## src/rtl/bin_to_bcd_feed_if.sv

```systemverilog
// Load/result bus between the binary source, the BCD converter and the seven-segment driver.
interface bin_to_bcd_feed_if;
    logic [26:0] bin_in;
    logic        load;
    logic        busy;
    logic        done;
    logic        overflow;
    logic [31:0] number;
    logic [7:0]  AN_ON;

    modport master (
        output bin_in, load,
        input  busy, done, overflow, number, AN_ON
    );

    modport slave (
        input  bin_in, load,
        output busy, done, overflow, number, AN_ON
    );
endinterface

```

## src/rtl/bin_to_bcd_feed.sv

```systemverilog
// Iterative double-dabble converter feeding the eight-digit display driver.
// Optional leading-zero blanking on AN_ON is enabled by defining LEAD_ZERO_BLANK_EN.
module bin_to_bcd_feed (
    input  logic              clk,
    input  logic              reset,
    bin_to_bcd_feed_if.slave  bus
);
    localparam int IN_W = 27;
    localparam logic [IN_W-1:0] MAX_IN = IN_W'(99_999_999);

    typedef enum logic {IDLE, CONV} state_t;

    state_t            state, next_state;
    logic [IN_W-1:0]   shift_reg;
    logic [31:0]       acc;
    logic [31:0]       acc_adj;
    logic [31+IN_W:0]  shifted;
    logic [4:0]        step_cnt;
    logic              ovf_flag;
    logic              finish;
    logic [31:0]       number_q;
    logic              overflow_q;
    logic              done_q;

    always_ff @(posedge clk or negedge reset) begin
        if (!reset) state <= IDLE;
        else        state <= next_state;
    end

    always_comb begin
        next_state = state;
        finish     = 1'b0;
        case (state)
            IDLE: if (bus.load) next_state = CONV;
            CONV: begin
                if (ovf_flag || step_cnt == 5'd0) begin
                    finish     = 1'b1;
                    next_state = IDLE;
                end
            end
            default: next_state = IDLE;
        endcase
    end

    // Add-3 correction keeps every nibble at or below 9 once it is doubled by the shift.
    always_comb begin
        acc_adj = acc;
        for (int i = 0; i < 8; i++) begin
            if (acc[4*i +: 4] >= 4'd5) acc_adj[4*i +: 4] = acc[4*i +: 4] + 4'd3;
        end
    end

    assign shifted = {acc_adj, shift_reg} << 1;

    always_ff @(posedge clk or negedge reset) begin
        if (!reset) begin
            shift_reg  <= '0;
            acc        <= '0;
            step_cnt   <= '0;
            ovf_flag   <= 1'b0;
            number_q   <= '0;
            overflow_q <= 1'b0;
            done_q     <= 1'b0;
        end else begin
            done_q <= finish;
            if (state == IDLE && bus.load) begin
                shift_reg <= bus.bin_in;
                acc       <= '0;
                step_cnt  <= 5'd27;
                ovf_flag  <= (bus.bin_in > MAX_IN);
            end else if (state == CONV && !finish) begin
                acc       <= shifted[31+IN_W:IN_W];
                shift_reg <= shifted[IN_W-1:0];
                step_cnt  <= step_cnt - 5'd1;
            end
            if (finish) begin
                number_q   <= ovf_flag ? 32'hEEEE_EEEE : acc;
                overflow_q <= ovf_flag;
            end
        end
    end

`ifdef LEAD_ZERO_BLANK_EN
    logic [7:0] an_on_q;
    logic [7:0] blank_mask;
    logic       zero_above;

    // Walk down from the top digit; a digit blanks only while everything above it is zero.
    always_comb begin
        blank_mask = 8'h00;
        zero_above = 1'b1;
        for (int i = 7; i >= 1; i--) begin
            zero_above    = zero_above & (acc[4*i +: 4] == 4'd0);
            blank_mask[i] = zero_above;
        end
    end

    always_ff @(posedge clk or negedge reset) begin
        if (!reset)      an_on_q <= 8'hFE;
        else if (finish) an_on_q <= ovf_flag ? 8'h00 : blank_mask;
    end

    assign bus.AN_ON = an_on_q;
`else
    assign bus.AN_ON = 8'h00;
`endif

    assign bus.busy     = (state == CONV);
    assign bus.done     = done_q;
    assign bus.number   = number_q;
    assign bus.overflow = overflow_q;
endmodule

```

## src/flat_wrapper.sv

```systemverilog
// flat-port wrapper written by rule: the top's interface ports become plain ports
module bin_to_bcd_feed_flat 
  (clk, reset, bus_bin_in, bus_load, bus_busy, bus_done, bus_overflow, bus_number, bus_AN_ON);
  bin_to_bcd_feed_if bus_i ();
  input  logic clk;
  input  logic reset;
  input wire logic [$bits(bus_i.bin_in)-1:0] bus_bin_in;
  input wire logic [$bits(bus_i.load)-1:0] bus_load;
  output wire logic [$bits(bus_i.busy)-1:0] bus_busy;
  output wire logic [$bits(bus_i.done)-1:0] bus_done;
  output wire logic [$bits(bus_i.overflow)-1:0] bus_overflow;
  output wire logic [$bits(bus_i.number)-1:0] bus_number;
  output wire logic [$bits(bus_i.AN_ON)-1:0] bus_AN_ON;
  assign bus_i.bin_in = bus_bin_in;
  assign bus_i.load = bus_load;
  assign bus_busy = bus_i.busy;
  assign bus_done = bus_i.done;
  assign bus_overflow = bus_i.overflow;
  assign bus_number = bus_i.number;
  assign bus_AN_ON = bus_i.AN_ON;
  bin_to_bcd_feed u_core (.clk(clk), .reset(reset), .bus(bus_i));
endmodule
```

## config.mk

```make
export PLATFORM = sky130hd
export DESIGN_NAME = bin_to_bcd_feed_flat
export DESIGN_NICKNAME = d
export VERILOG_FILES = /design/src/rtl/bin_to_bcd_feed_if.sv /design/src/rtl/bin_to_bcd_feed.sv /design/src/flat_wrapper.sv
export SDC_FILE = /design/constraint.sdc
export NUM_CORES = 1
export LEC_CHECK = 0
export BUFFER_PORTS_ARGS = -buffer_cell sky130_fd_sc_hd__buf_2
export CORE_MARGIN = 2
export CORE_UTILIZATION = 52
export DETAILED_ROUTE_END_ITERATION = 16
export HOLD_SLACK_MARGIN = 0.03
export PLACE_DENSITY = 0.85
export SKIP_LAST_GASP = 1
export SLEW_MARGIN = 20
export SYNTH_ARGS = -nofsm -noshare
export SYNTH_HDL_FRONTEND = slang
export SYNTH_SLANG_ARGS = --single-unit
```

## constraint.sdc

```tcl
create_clock -name clk -period 2.2 [get_ports clk]
set_clock_uncertainty 0.15 [all_clocks]
set_input_delay 0.33 -clock clk [delete_from_list [all_inputs] [get_ports clk]]
set_output_delay 0.33 -clock clk [all_outputs]
set_load 0.005 [all_outputs]
```

==> qor.json <==
{
  "non_filler_cells_final": {"value": 677},
  "ctsRootBufferMaster": {"value": "sky130_fd_sc_hd__clkbuf_8"},
  "setup.worst_path.end_class": {"value": "flop"},
  "hpwl": {"value": 7.57, "unit": "mm"},
  "design.core.area": {"value": 0.00964, "unit": "mm^2"},
  "drt_pre_antenna_iters": {"value": 4},
  "critical-path-slowest-cell": {"value": "sky130_fd_sc_hd__or4b_4"},
  "yosysSeqAreaShare": {"value": 49.3, "unit": "%"},
  "grt_use_total": {"value": 23.0, "unit": "%"},
  "layout.nets": {"value": 586},
  "number_of_register_bits_inferred_by_synthesis": {"value": 100},
  "finalWirelength": {"value": 11.6, "unit": "mm"},
  "ys.flop_type": {"value": "sky130_fd_sc_hd__dfrtp_1"},
  "slew_violations": {"value": 0},
  "synthTopCellsByArea": {"value": "sky130_fd_sc_hd__dfrtp_1 49%, sky130_fd_sc_hd__o22a_1 6.9%, sky130_fd_sc_hd__a221o_1 4.7%"},
  "fp-row-count": {"value": 36},
  "timing.setup.tns": {"value": 0, "unit": "ns"},
  "power.density": {"value": 1430, "unit": "mW/mm^2"},
  "grt_antenna_before_repair": {"value": 0},
  "timing.critical_path.cells": {"value": "inv_1, ha_1, or4b_4, and2_4, a211oi_1, a31oi_1"},
  "cts-root-to-sink-buffers": {"value": 2},
  "placedInstanceArea": {"value": 0.00547, "unit": "mm^2"},
  "post_synth_inst_count": {"value": 477},
  "wl_met1": {"value": 5.02, "unit": "mm"},
  "tightestPinTransition": {"value": 0.562, "unit": "ns"},
  "synth.yosys.warnings": {"value": 0},
  "htree_levels": {"value": 3},
  "worst-path-max-fanout": {"value": 27},
  "status": {"value": "completed"},
  "netlist.top_cell.by_area": {"value": "sky130_fd_sc_hd__dfrtp_1"},
  "path_buf_inv": {"value": 1},
  "grt_setup_unrepaired": {"value": "no"},
  "clkTransAtPathRegs": {"value": 0.10, "unit": "ns"},
  "cell_types_with_the_highest_counts_after_synthesis": {"value": "100 x sky130_fd_sc_hd__dfrtp_1, 40 x sky130_fd_sc_hd__o22a_1, 32 x sky130_fd_sc_hd__a21oi_1, 32 x sky130_fd_sc_hd__o21ai_0, 26 x sky130_fd_sc_hd__inv_1"},
  "tritoncts": {"value": "done"},
  "routed-via-count": {"value": 4047},
  "grt_max_degree": {"value": 54},
  "remaining_number_of_nets_flagged_by_the_antenna_check_after_routing": {"value": 0},
  "path_class": {"value": "flop to flop"},
  "die_h": {"value": 103, "unit": "um"},
  "cap_viol_max_count": {"value": 0},
  "number_of_placed_instances_taps_included": {"value": 654},
  "crit_path_start_kind": {"value": "flop"},
  "cts.sink_count": {"value": 100},
  "routed-wl-met2": {"value": 5.79, "unit": "mm"},
  "floorplan.initialDensity": {"value": 52.6, "unit": "%"},
  "place.gp.congestion": {"value": 0.841},
  "areaGrowthSynthToFinish": {"value": 12.9, "unit": "%"},
  "timing.final.setup_violations": {"value": 0},
  "place_ws": {"value": 0.0231, "unit": "ns"},
  "min_period_over_period": {"value": 95.3, "unit": "%"},
  "first_pass_grt_wire_length": {"value": 19.0, "unit": "mm"},
  "timing.slew.headroom": {"value": 62.5, "unit": "%"},
  "avgViaCountPerCell": {"value": 5.98},
  "postLayoutCellArea": {"value": 0.00573, "unit": "mm^2"},
  "wl_met3": {"value": 594, "unit": "um"},
  "fmaxAchievable": {"value": 0.477, "unit": "GHz"},
  "die_w": {"value": 103, "unit": "um"},
  "global_route.overflow_total": {"value": 0},
  "portBuffers": {"value": 64},
  "drive_above_1_share": {"value": 21.0, "unit": "%"},
  "cp_required": {"value": 2.31, "unit": "ns"},
  "die_outline_area": {"value": 0.0106, "unit": "mm^2"},
  "min_path_type": {"value": "input pin to flop"},
  "highest_layer": {"value": "met4"},
  "power.ir.vdd_worst": {"value": 457, "unit": "uV"},
  "worst_slack": {"value": 0.103, "unit": "ns"},
  "worst_path_dominant_cell_family": {"value": "simple AND/OR/NAND/NOR gates"},
  "n_antenna_cell": {"value": 0},
  "post_synthesis_instance_area": {"value": 0.00507, "unit": "mm^2"},
  "synth_edf_count": {"value": 0},
  "synth.top_cell.area_share": {"value": 49.3, "unit": "%"},
  "final.hold.worst_slack": {"value": 0.0461, "unit": "ns"},
  "reg2reg_slack": {"value": 0.10, "unit": "ns"},
  "worstSkewPairLatency": {"value": 0.38, "unit": "ns"},
  "yosys.cell_count.top_type": {"value": "sky130_fd_sc_hd__dfrtp_1"},
  "detail_route.iter0.violations": {"value": 262},
  "first_global_vias": {"value": 3916},
  "timing_hold_violations_final": {"value": 0},
  "synth_cell_types": {"value": 43},
  "cts-buffers-inserted": {"value": 9},
  "average_cell_area_after_synthesis": {"value": 10.6, "unit": "um^2"},
  "route.detailed.drc": {"value": 0},
  "critical_path_at": {"value": 2.20, "unit": "ns"},
  "i_o_pin_count": {"value": 73},
  "power.leakage": {"value": 2.59, "unit": "nW"},
  "post_synthesis_async_set_or_reset_flop_share": {"value": 100, "unit": "%"},
  "wire_per_inst": {"value": 17.2, "unit": "um"},
  "critPathMaxStageDelay": {"value": 0.54, "unit": "ns"},
  "fin_crit": {"value": 2.10, "unit": "ns"}
}
layout make-up:
class	count	area (um^2)
fill	758	3910
sequential	100	2500
multi-input combinational	314	2250
timing repair buffer	88	536
tap	133	166
clock buffer	13	159
inverter	26	97.6
clock inverter	3	21.3
layer usage:
metal / vias to the layer above / track usage [%]
met4: 0 / 7.69
met1: 2017 / 30.5
li1: 1882 / -
met3: 17 / 4.68
met2: 131 / 38.3
met5: - / 0
worst register-to-register path: cells and delay by family (launching register included):
| kind | cells | cell delay [ns] |
|---|---|---|
| flip-flops | 1 | 0.42 |
| AO/OA/AOI/OAI | 2 | 0.35 |
| adder cells (fa/ha/maj) | 1 | 0.15 |
| buffers and inverters | 1 | 0.07 |
| AND/OR/NAND/NOR | 2 | 0.82 |
logic make-up after synthesis:
logic type / share of synthesized area (%)
fa+ha+maj: 4.19
other cells: 0.0739
compound gates: 24.3
simple gates: 11.3
flops: 49.3
buf+inv: 7.40
xor+xnor: 1.38
mux: 1.97
stage by stage:
step | total power, mW | utilization, %
finish | 8.17 | 59.4
global route | 8.80 | 59.4
CTS | 8.11 | 58.9
detailed placement | 6.99 | 56.8
global placement | 6.77 | 56.8
floorplan | 6.03 | -
worst paths after layout:
path | from | end | depth (start not counted)
min | bus_bin_in[6] | u_core.shift_reg[6] | 2
max reg2reg | u_core.step_cnt[0] | u_core.step_cnt[3] | 6
min reg2reg | u_core.shift_reg[26] | u_core.acc[0] | 2
max in group asynchronous | reset | u_core.bus.number[16] | 3
min in group asynchronous | reset | u_core.bus.number[20] | 2
max | u_core.step_cnt[0] | u_core.step_cnt[3] | 6
cell usage in the layout (no fill, tap or decap), types with 8 or more instances in the layout:
cell type,netlist,routed
sky130_fd_sc_hd__buf_2,8,63
sky130_fd_sc_hd__a221o_1,24,24
sky130_fd_sc_hd__o31ai_1,9,9
sky130_fd_sc_hd__inv_1,26,26
sky130_fd_sc_hd__buf_4,10,20
sky130_fd_sc_hd__o22a_1,40,40
sky130_fd_sc_hd__nor3b_1,8,8
sky130_fd_sc_hd__nand3_1,19,19
sky130_fd_sc_hd__dfrtp_1,100,100
sky130_fd_sc_hd__a32o_1,8,8
sky130_fd_sc_hd__nand2b_1,9,9
sky130_fd_sc_hd__clkbuf_8,0,11
sky130_fd_sc_hd__o21ai_0,32,32
sky130_fd_sc_hd__nor2_1,14,14
sky130_fd_sc_hd__xnor2_1,8,8
sky130_fd_sc_hd__nand2_1,15,15
sky130_fd_sc_hd__a22oi_1,8,8
sky130_fd_sc_hd__conb_1,1,8
sky130_fd_sc_hd__and3_1,24,24
sky130_fd_sc_hd__mux2_2,8,8
sky130_fd_sc_hd__o22ai_1,8,8
sky130_fd_sc_hd__ha_1,17,17
sky130_fd_sc_hd__a21oi_1,32,32
what timing repair did:
item,4_1_cts,5_1_grt
gates cloned,0,1
resized for setup,1,2
hold endpoints to repair,36,1
hold buffers,2,1
setup buffers,0,3
endpoints found under the setup margin,5,33
power breakdown:
part           internal [mW]  total, mW  switching (mW)
sequential              2.64       3.32           0.683
clock                  0.475       1.10           0.629
combinational           1.82       3.74            1.92
total                   4.93       8.17            3.23
Note: power is estimated with default switching activity, not from simulation.
